<file path="config.mk">
export PLATFORM = sky130hd
export DESIGN_NAME = note_chart_scheduler
export DESIGN_NICKNAME = d
export VERILOG_FILES = /design/src/rtl/rhythm_pkg.sv /design/src/rtl/note_chart_rom.sv /design/src/rtl/note_chart_scheduler.sv
export SDC_FILE = /design/constraint.sdc
export NUM_CORES = 1
export LEC_CHECK = 0
export ABC_AREA = 1
export CAP_MARGIN = 20
export CORE_MARGIN = 1.5
export CORE_UTILIZATION = 35
export CTS_CLUSTER_DIAMETER = 40
export DETAILED_ROUTE_END_ITERATION = 8
export RECOVER_POWER = 50
export SKIP_CTS_REPAIR_TIMING = 1
export SYNTH_ARGS = -nofsm -noshare
export SYNTH_HDL_FRONTEND = slang
export SYNTH_SLANG_ARGS = --single-unit
</file>
<file path="constraint.sdc">
create_clock -name frame_clk -period 5.6 [get_ports frame_clk]
set_input_delay 0.84 -clock frame_clk [delete_from_list [all_inputs] [get_ports frame_clk]]
set_output_delay 0.84 -clock frame_clk [all_outputs]
set_load 0.03 [all_outputs]
</file>
<file path="src/rtl/rhythm_pkg.sv">
// rhythm_pkg: shared types and helpers for the note chart scheduler.
//   - sched_state_e : scheduler FSM states (encoding is visible on state_o)
//   - note_entry_t  : one chart entry {valid, lane, due_time}
//   - KEY_START / KEY_RESET : USB keycodes that start a song / return to idle
//   - sat_add       : saturating unsigned add used by all HUD accumulators
// Build option: SCORE_COMBO_EN (consumed by note_chart_scheduler).
package rhythm_pkg;

    localparam int unsigned DEF_NUM_LANES   = 4;
    localparam int unsigned DEF_CHART_DEPTH = 64;
    localparam int unsigned DEF_TIME_W      = 12;
    localparam int unsigned LANE_W          = $clog2(DEF_NUM_LANES);

    localparam logic [7:0] KEY_START = 8'h2c;
    localparam logic [7:0] KEY_RESET = 8'h01;

    typedef enum logic [2:0] {
        StIdle  = 3'd0,
        StFetch = 3'd1,
        StWait  = 3'd2,
        StDrain = 3'd3,
        StDone  = 3'd4
    } sched_state_e;

    typedef struct packed {
        logic                  valid;
        logic [LANE_W-1:0]     lane;
        logic [DEF_TIME_W-1:0] due_time;
    } note_entry_t;

    // Returns min(a + b, max_val); the sum is formed one bit wider so it never wraps.
    function automatic logic [31:0] sat_add(input logic [31:0] a, input logic [31:0] b,
                                            input logic [31:0] max_val);
        logic [32:0] sum;
        sum = {1'b0, a} + {1'b0, b};
        if (sum > {1'b0, max_val}) begin
            return max_val;
        end
        return sum[31:0];
    endfunction

endpackage

</file>
<file path="src/rtl/note_chart_rom.sv">
// note_chart_rom: CHART_DEPTH-entry note chart with a registered (synchronous) read port.
// Ports:
//   frame_clk_i : clock
//   addr_i      : entry address, sampled every edge
//   entry_o     : entry at the address presented on the previous edge
// Contents come from a constant table so the ROM maps onto block RAM init or LUTs.
// Chart is sorted by ascending due_time; the first invalid entry terminates the song.
import rhythm_pkg::*;

module note_chart_rom #(
    parameter int unsigned CHART_DEPTH = DEF_CHART_DEPTH,
    localparam int unsigned ADDR_W     = $clog2(CHART_DEPTH)
) (
    input  logic              frame_clk_i,
    input  logic [ADDR_W-1:0] addr_i,
    output note_entry_t       entry_o
);

    function automatic note_entry_t chart_entry(input logic [ADDR_W-1:0] a);
        note_entry_t e;
        e = '0;
        case (int'(a))
            0:       e = '{valid: 1'b1, lane: 2'd0, due_time: 12'd10};
            1:       e = '{valid: 1'b1, lane: 2'd1, due_time: 12'd10};
            2:       e = '{valid: 1'b1, lane: 2'd2, due_time: 12'd30};
            default: e = '0;
        endcase
        return e;
    endfunction

    note_entry_t entry_q;

    always_ff @(posedge frame_clk_i) begin
        entry_q <= chart_entry(addr_i);
    end

    assign entry_o = entry_q;

endmodule

</file>
<file path="src/rtl/note_chart_scheduler.sv">
// note_chart_scheduler: walks the note chart, fires one-cycle launch pulses to the arrow
// dropper lanes when the song frame count reaches each note, and accumulates score, combo and
// miss count from the lanes' hit/miss pulses.
// Ports:
//   frame_clk      : sole clock
//   Reset          : asynchronous, active-high reset
//   keycode        : primary USB keycode
//   keycode_second : secondary USB keycode
//   lane_busy      : lane currently holds a falling arrow
//   lane_hit       : one-cycle hit pulses per lane
//   lane_miss      : one-cycle miss pulses per lane
//   launch         : one-cycle launch pulse per lane (only ever high in WAIT)
//   score          : saturating score
//   combo          : consecutive hits, saturating at 255
//   miss_count     : misses plus dropped notes, saturating at 255
//   state_o        : FSM state encoding
//   chart_done     : high while in DONE
// Build option: define SCORE_COMBO_EN to make each hit worth 1 + (combo >> 3).
import rhythm_pkg::*;

module note_chart_scheduler #(
    parameter int unsigned NUM_LANES   = DEF_NUM_LANES,
    parameter int unsigned CHART_DEPTH = DEF_CHART_DEPTH,
    parameter int unsigned TIME_W      = DEF_TIME_W
) (
    input  logic                 frame_clk,
    input  logic                 Reset,
    input  logic [7:0]           keycode,
    input  logic [7:0]           keycode_second,
    input  logic [NUM_LANES-1:0] lane_busy,
    input  logic [NUM_LANES-1:0] lane_hit,
    input  logic [NUM_LANES-1:0] lane_miss,
    output logic [NUM_LANES-1:0] launch,
    output logic [15:0]          score,
    output logic [7:0]           combo,
    output logic [7:0]           miss_count,
    output logic [2:0]           state_o,
    output logic                 chart_done
);

    localparam int unsigned ADDR_W = $clog2(CHART_DEPTH);
    // One extra bit so the pointer can reach CHART_DEPTH (end of chart).
    localparam int unsigned PTR_W  = $clog2(CHART_DEPTH + 1);

    sched_state_e      state_q;
    logic [PTR_W-1:0]  ptr_q;
    logic [TIME_W-1:0] frame_q;
    logic              chart_done_q;
    logic [15:0]       score_q, score_d;
    logic [7:0]        combo_q, combo_d;
    logic [7:0]        miss_q, miss_d;

    note_entry_t entry;

    note_chart_rom #(
        .CHART_DEPTH (CHART_DEPTH)
    ) u_rom (
        .frame_clk_i (frame_clk),
        .addr_i      (ptr_q[ADDR_W-1:0]),
        .entry_o     (entry)
    );

    function automatic logic [7:0] popcount(input logic [NUM_LANES-1:0] v);
        logic [7:0] cnt;
        cnt = '0;
        for (int i = 0; i < NUM_LANES; i++) begin
            cnt = cnt + {7'd0, v[i]};
        end
        return cnt;
    endfunction

    logic key_start, key_reset;
    logic in_run, chart_end, due, fire, drop;

    assign key_start = (keycode == KEY_START) || (keycode_second == KEY_START);
    assign key_reset = (keycode == KEY_RESET) || (keycode_second == KEY_RESET);
    assign in_run    = (state_q == StFetch) || (state_q == StWait) || (state_q == StDrain);
    assign chart_end = !entry.valid || (ptr_q == PTR_W'(CHART_DEPTH));
    assign due       = (frame_q >= entry.due_time);
    // End-of-chart takes priority over any stale entry contents.
    assign fire      = (state_q == StWait) && !chart_end && due && !lane_busy[entry.lane];
    assign drop      = (state_q == StWait) && !chart_end && due && lane_busy[entry.lane];

    // Combinational so the pulse exists only while the FSM sits in WAIT.
    assign launch = fire ? (NUM_LANES'(1) << entry.lane) : '0;

    // Scheduler FSM, chart pointer and frame counter.
    always_ff @(posedge frame_clk or posedge Reset) begin
        if (Reset) begin
            state_q      <= StIdle;
            ptr_q        <= '0;
            frame_q      <= '0;
            chart_done_q <= 1'b0;
        end else begin
            if (in_run && (frame_q != '1)) begin
                frame_q <= frame_q + TIME_W'(1);
            end
            case (state_q)
                StIdle: begin
                    if (key_start) begin
                        state_q <= StFetch;
                        ptr_q   <= '0;
                        frame_q <= '0;
                    end
                end
                StFetch: begin
                    state_q <= StWait;
                end
                StWait: begin
                    if (chart_end) begin
                        state_q <= StDrain;
                    end else if (due) begin
                        // Launched or dropped, the note is consumed either way.
                        ptr_q   <= ptr_q + PTR_W'(1);
                        state_q <= StFetch;
                    end
                end
                StDrain: begin
                    if (lane_busy == '0) begin
                        state_q      <= StDone;
                        chart_done_q <= 1'b1;
                    end
                end
                StDone: begin
                    if (key_reset) begin
                        state_q      <= StIdle;
                        chart_done_q <= 1'b0;
                    end
                end
                default: begin
                    state_q      <= StIdle;
                    chart_done_q <= 1'b0;
                end
            endcase
        end
    end

    // HUD accumulators.
    always_comb begin
        logic [7:0]  hits;
        logic [7:0]  misses;
        logic [31:0] score_add;

        hits   = popcount(lane_hit);
        misses = popcount(lane_miss) + {7'd0, drop};
`ifdef SCORE_COMBO_EN
        // Bonus uses the combo held before this cycle's update.
        score_add = 32'(hits) * (32'd1 + 32'(combo_q >> 3));
`else
        score_add = 32'(hits);
`endif
        score_d = score_q;
        combo_d = combo_q;
        miss_d  = miss_q;

        if (state_q == StIdle) begin
            if (key_start) begin
                score_d = '0;
                combo_d = '0;
                miss_d  = '0;
            end
        end else begin
            score_d = 16'(sat_add(32'(score_q), score_add, 32'h0000_ffff));
            miss_d  = 8'(sat_add(32'(miss_q), 32'(misses), 32'd255));
            // A miss anywhere in the cycle breaks the combo, even alongside hits.
            if (misses != '0) begin
                combo_d = '0;
            end else begin
                combo_d = 8'(sat_add(32'(combo_q), 32'(hits), 32'd255));
            end
        end
    end

    always_ff @(posedge frame_clk or posedge Reset) begin
        if (Reset) begin
            score_q <= '0;
            combo_q <= '0;
            miss_q  <= '0;
        end else begin
            score_q <= score_d;
            combo_q <= combo_d;
            miss_q  <= miss_d;
        end
    end

    assign score      = score_q;
    assign combo      = combo_q;
    assign miss_count = miss_q;
    assign state_o    = state_q;
    assign chart_done = chart_done_q;

endmodule
</file>
; Yosys cells after proc, flatten, opt, wreduce, memory -nomap -nowiden
; Index checks and enable logic that the tools add are counted.
; W data, S select, Z words.
[totals]
register_bits = 70
inputBits = 30
output_inout_bits = 40
wordCells = 108
[op_classes]
addsub = 12
n_lt_le_gt_ge = 5
eq_ne = 18
shifts = 1
mux = 39
bitwise_logic = 1
n_reduce_logical = 22
[ops]
columns = operator, n
row1 = $mux W16, 4
row2 = $mux W8, 8
row3 = $pmux W15 S3, 1
row4 = $mux W12, 3
row5 = $mux W7, 3
row6 = $gt A9 B8 Y1 const B, 2
row7 = $add A16 B4 Y17, 1
row8 = $gt A17 B16 Y1 const B, 1
row9 = $eq A8 B1 Y1 const B, 2
row10 = $eq A8 B6 Y1 const B, 2
row11 = $mux W3, 5
row12 = $pmux W3 S5, 1
row13 = $pmux W7 S2, 1
row14 = $add A12 B1 Y12 const B, 1
row15 = $ge A12 B12 Y1, 1
row16 = $ne A12 B12 Y1 const B, 1
row17 = $mux W1, 10
row18 = $add A8 B4 Y9, 1
row19 = $add A8 B5 Y9, 1
row20 = $add A3 B1 Y4, 2
row21 = $ne A2 B2 Y1 const B, 4
row22 = $reduce_and A4 Y1, 2
row23 = $reduce_bool A8 Y1, 1
row24 = $add A7 B1 Y7 const B, 1
row25 = 26 further kinds, 39

; Logic depth before layout (Yosys ltp)
[depth]
word_depth = 13
mapped_depth = 20
mapped_depth_nobuf = 20

; Modules after synthesis
; From an unflattened synthesis, not the netlist that was laid out.
[hier_totals]
cells_unflattened = 623
hier_area_um2 = 4349.2
[modules_own_cells]
columns = module, instances, cells_each, area_per_inst_um2, seq_area_each_um2
row1 = note_chart_scheduler, 1, 595, 4150.2, 1376.3
row2 = note_chart_rom, 1, 28, 198.9, 60.1

; Least setup slack after synthesis
; Ideal clock, no wire load.
[synth_timing]
path_type = in2reg
startpoint = input port lane_hit[0]
endpoint = register combo_q[3] (netlist: combo[3])
setup_time_ns = 0.083
t_arrival_ns = 3.057
required_ns = 5.517
slack_ns = 2.460
cell_stages = 12
path_buffers = 0
cell_sequence = fa_1 -> ha_1 -> ha_1 -> inv_1 -> fa_1 -> inv_1 -> nand2_1 -> a21oi_1 -> nand4_1 -> o21ai_0 -> nand2_1 -> o21ai_0
[synth_between]
elab_chain_cells = 11
[synth_lines]
columns = item, line
row1 = start: declaration, note_chart_scheduler.sv:31  ; input logic [NUM_LANES-1:0] lane_hit,
row2 = $add A1 B1 Y2 *, note_chart_scheduler.sv:67  ; cnt = cnt + {7'd0, v[i]};
row3 = $add A2 B1 Y3 *, note_chart_scheduler.sv:67
row4 = $add A3 B1 Y4 *, note_chart_scheduler.sv:67
row5 = $add A8 B4 Y9 *, rhythm_pkg.sv:35  ; sum = {1'b0, a} + {1'b0, b};
row6 = $gt A9 B8 Y1, rhythm_pkg.sv:36  ; if (sum > {1'b0, max_val}) begin
row7 = $mux W1, rhythm_pkg.sv:36
row8 = $mux W1, note_chart_scheduler.sv:166  ; if (misses != '0) begin
row9 = $mux W1, note_chart_scheduler.sv:156  ; if (state_q == StIdle) begin
row10 = $mux W8 *, rhythm_pkg.sv:39  ; return sum[31:0];
row11 = $mux W8 *, note_chart_scheduler.sv:166
row12 = $mux W8 *, note_chart_scheduler.sv:156
row13 = end signal: assignment, note_chart_scheduler.sv:181  ; combo_q <= combo_d;
row14 = end: declaration, note_chart_scheduler.sv:50  ; logic [7:0] combo_q, combo_d;
; Every way passes the cells marked *; elsewhere a longest branch is shown, timed or not. The select of a mux whose other input is x is not followed.
; A chain may end at the register's enable or synchronous reset.

==> flow_summary.rst <==
.. list-table::
   :header-rows: 1

   * - Metric
     - Value
   * - Count of boundary I/O pins
     - 70
   * - Placement Rows
     - 39
   * - Slew Viols, Final
     - 56
   * - Critical Setup Path Class
     - in2async
   * - Crit Path Max Fanout
     - 55
   * - Global router's overall resource usage
     - 17.4%
   * - H-Tree Depth
     - 3
   * - Worst voltage drop across the vdd grid
     - 0.273 mV
   * - Largest stage delay on the critical path
     - 2190 ps
   * - Fill cells
     - 1,170
   * - Via count of the first global-routing pass
     - 3,961
   * - Number of antenna repair diodes
     - 0
   * - Tightest Hold Check Type
     - reg2reg
   * - Ratio of final minimum period to clock period
     - 70.0%
   * - Cell Area, Synth
     - 0.00421 mm2
   * - Die width
     - 113 um
   * - Buffer type at the clock tree root
     - sky130_fd_sc_hd__clkbuf_16
   * - Largest family of logic cells by synthesized area
     - simple AND/OR/NAND/NOR gates
   * - Worst clock skew
     - 10.4 ps
   * - Adder-cell share of the synthesized area
     - 9.09%
   * - Launching element type of the critical path
     - input port
   * - Total area of multi-input combinational cells
     - 0.00238 mm2
   * - Leading register cell type out of synthesis
     - sky130_fd_sc_hd__dfrtp_1
   * - CTS tree
     - done
   * - Share of cells above drive strength 1
     - 4.63%
   * - Num Clock Sinks
     - 58
   * - Wirelength per Cell
     - 12.5 um
   * - Vias/cell
     - 4.80
   * - Register clock-pin slew on the reported worst setup and hold paths
     - 50 ps
   * - Commonest non-fill, non-tap cells in the layout
     - 190 x sky130_fd_sc_hd__nand2_1, 83 x sky130_fd_sc_hd__inv_1, 79 x sky130_fd_sc_hd__nor2_1
   * - EDFF count, synth
     - 0
   * - Buffers added on ports
     - 69
   * - Post-synthesis simple-gate area fraction
     - 36.3%
   * - Failing checks
     - max-capacitance violations, max-slew violations
   * - Final hold violation count
     - 0
   * - Initial cell density of the core
     - 36.4%
   * - Crit path max-delay cell type
     - sky130_fd_sc_hd__clkbuf_1
   * - Pre-CTS setup slack
     - 1720 ps
   * - Critical path data required time
     - 5330 ps
   * - Detailed-route DRC error count
     - 0
   * - Total of max-cap violations
     - 1
   * - Pre-Repair DR Iteration Count
     - 4
   * - Crit end category
     - asynchronous set/reset pin
   * - Total leakage power
     - 2.64 nW
   * - Initial antenna violation count
     - 0
   * - Placer congestion estimate
     - 0.867
   * - Transition time at the pin with the least slew margin
     - 3120 ps
   * - Full die area
     - 0.0127 mm2
   * - Maximum number of pins on one net before global-route repair
     - 56
   * - Number of antenna-violating nets in the routed design
     - 0
   * - Global-route wire length before repair
     - 17,900 um
   * - Average size of a mapped cell
     - 6.86 um2
   * - Number of nets in the layout
     - 745
   * - Post-route minimum period
     - 3920 ps
   * - Clock buffers created by TritonCTS
     - 9
   * - Mux share of post-synthesis cell area
     - 0%
   * - Worst path arrival time
     - 3650 ps
   * - Overall die height
     - 113 um
   * - Run status
     - finished, violations left
   * - Critical Path, Cell by Cell
     - dlygate4sd3_1, clkinv_1, clkbuf_1
   * - Maximum count of clock buffers along a single path
     - 2
   * - Core footprint
     - 0.0116 mm2
   * - Number of setup violations in the final report
     - 0
   * - Overall via count from detail_route
     - 4,004
   * - Worst-skew pair later-pin latency
     - 330 ps
   * - Async set or reset register ratio after synthesis
     - 94.8%
   * - Largest area contributor in the netlist
     - sky130_fd_sc_hd__dfrtp_1
   * - Yosys top cell area share
     - 32.7%
   * - Setup repair after global routing missed its margin
     - false
   * - Leftover overflow at the end of global routing
     - 0
   * - Post-synthesis instance total
     - 614
   * - Top post-synthesis cells by area
     - sky130_fd_sc_hd__dfrtp_1 33%, sky130_fd_sc_hd__nand2_1 17%, sky130_fd_sc_hd__inv_1 7.5%
   * - Area occupied by registers
     - 0.00144 mm2
   * - Initial DRC count
     - 163
   * - Post-Syn Nets
     - 671
   * - Area growth from synthesis to layout
     - 25.4%
   * - Leading cell type in the layout, fill and taps excluded
     - sky130_fd_sc_hd__nand2_1
   * - Synthesized-area fraction occupied by ao, oa, aoi and oai cells
     - 8.17%
   * - Count of yosys warnings during synthesis
     - 0
   * - Worst slew margin
     - -108%
   * - Number of distinct library cells after synthesis
     - 42
   * - Highest clock frequency the design can meet
     - 255 MHz
   * - Yosys reg bits
     - 58
   * - Areal power density over the cells
     - 446 mW/mm2
   * - Estimated wirelength of the detail-placed design
     - 7780 um
   * - Proportion of synthesized chip area in sequential cells
     - 34.1%
   * - Post-layout worst setup margin
     - 1680 ps
   * - Summed negative setup slack over all endpoints
     - 0 ps
   * - Post-synthesis share of cell area spent on xor and xnor gates
     - 3.12%
   * - Aggregate routed wire length
     - 10,400 um
cells in the mapped netlist (4+ instances only):
cell type                 count
sky130_fd_sc_hd__a21oi_1     20
sky130_fd_sc_hd__dfrtp_1     55
sky130_fd_sc_hd__fa_1         6
sky130_fd_sc_hd__ha_1        21
sky130_fd_sc_hd__inv_1       84
sky130_fd_sc_hd__nand2_1    189
sky130_fd_sc_hd__nand2_2      5
sky130_fd_sc_hd__nand3_1     43
sky130_fd_sc_hd__nand4_1     11
sky130_fd_sc_hd__nor2_1      79
sky130_fd_sc_hd__nor2_2       4
sky130_fd_sc_hd__nor3_1      11
sky130_fd_sc_hd__o21ai_0     28
sky130_fd_sc_hd__o22ai_1      4
sky130_fd_sc_hd__xnor2_1      4
sky130_fd_sc_hd__xor2_1      11
path summary, 6_finish.rpt:
path / startpoint / endpoint / slack, ps / depth (start not counted)
worst max register to register: frame_q[4] / miss_count[4] / 2000 / 18
worst max-delay path: Reset / miss_count[2] / 1680 / 3
worst min-delay path: miss_count[2] / miss_count[2] / 510 / 2
min in group asynchronous: Reset / ptr_q[6] / 2160 / 3
worst min register to register: miss_count[2] / miss_count[2] / 510 / 2
max in group frame_clk: frame_q[4] / miss_count[4] / 2000 / 18
flip-flops by register name, indices dropped and copies added, names as in the netlist:
name	count
ptr_q	7
state_o	3
frame_q	12
combo	8
u_rom.entry_o	3
chart_done	1
miss_count	8
score	16
per-layer routing:
metal  GRT usage [%]  routed length (um)
met5               0                   0
met4            6.33                 145
met3            3.05                 359
met2            29.6                4930
met1            22.2                4960
power by group:
group	switching (W)	leakage, nW	internal (W)
registers	0.000160	0.732	0.000545
clock network	0.000184	0.134	0.000302
logic	0.000736	1.78	0.000429
layout make-up:
cell class	instances	area share [%]
Clock buffer	10	4.52
Tap cell	143	3.39
Sequential cell	58	27.2
Multi-Input combinational cell	461	45.1
Clock inverter	4	0.379
Timing Repair Buffer	71	13.2
Inverter	87	6.23
cells by family after synthesis:
| group | after synthesis |
|---|---|
| AO/OA/AOI/OAI | 63 |
| XOR/XNOR | 15 |
| adder cells (fa/ha/maj) | 27 |
| buffers and inverters | 95 |
| flip-flops | 58 |
| AND/OR/NAND/NOR | 356 |
stage by stage:
step / utilization, % / std cells / power (W) / area [um2] / hold WS [ps]
floorplan: - / 614 / 0.00153 / 4210 / 497
global placement: 43.5 / 820 / 0.00188 / 5040 / 479
detailed placement: 43.5 / 820 / 0.00190 / 5040 / 507
CTS: 45.8 / 834 / 0.00240 / 5300 / 518
global route: 45.7 / 834 / 0.00257 / 5280 / 543
finish: 45.7 / 834 / 0.00236 / 5280 / 505
critical path, delay by kind of cell:
kind	cells	cell delay [ps]
buffers and inverters	3	2780
(Power assumes the default switching activity.)
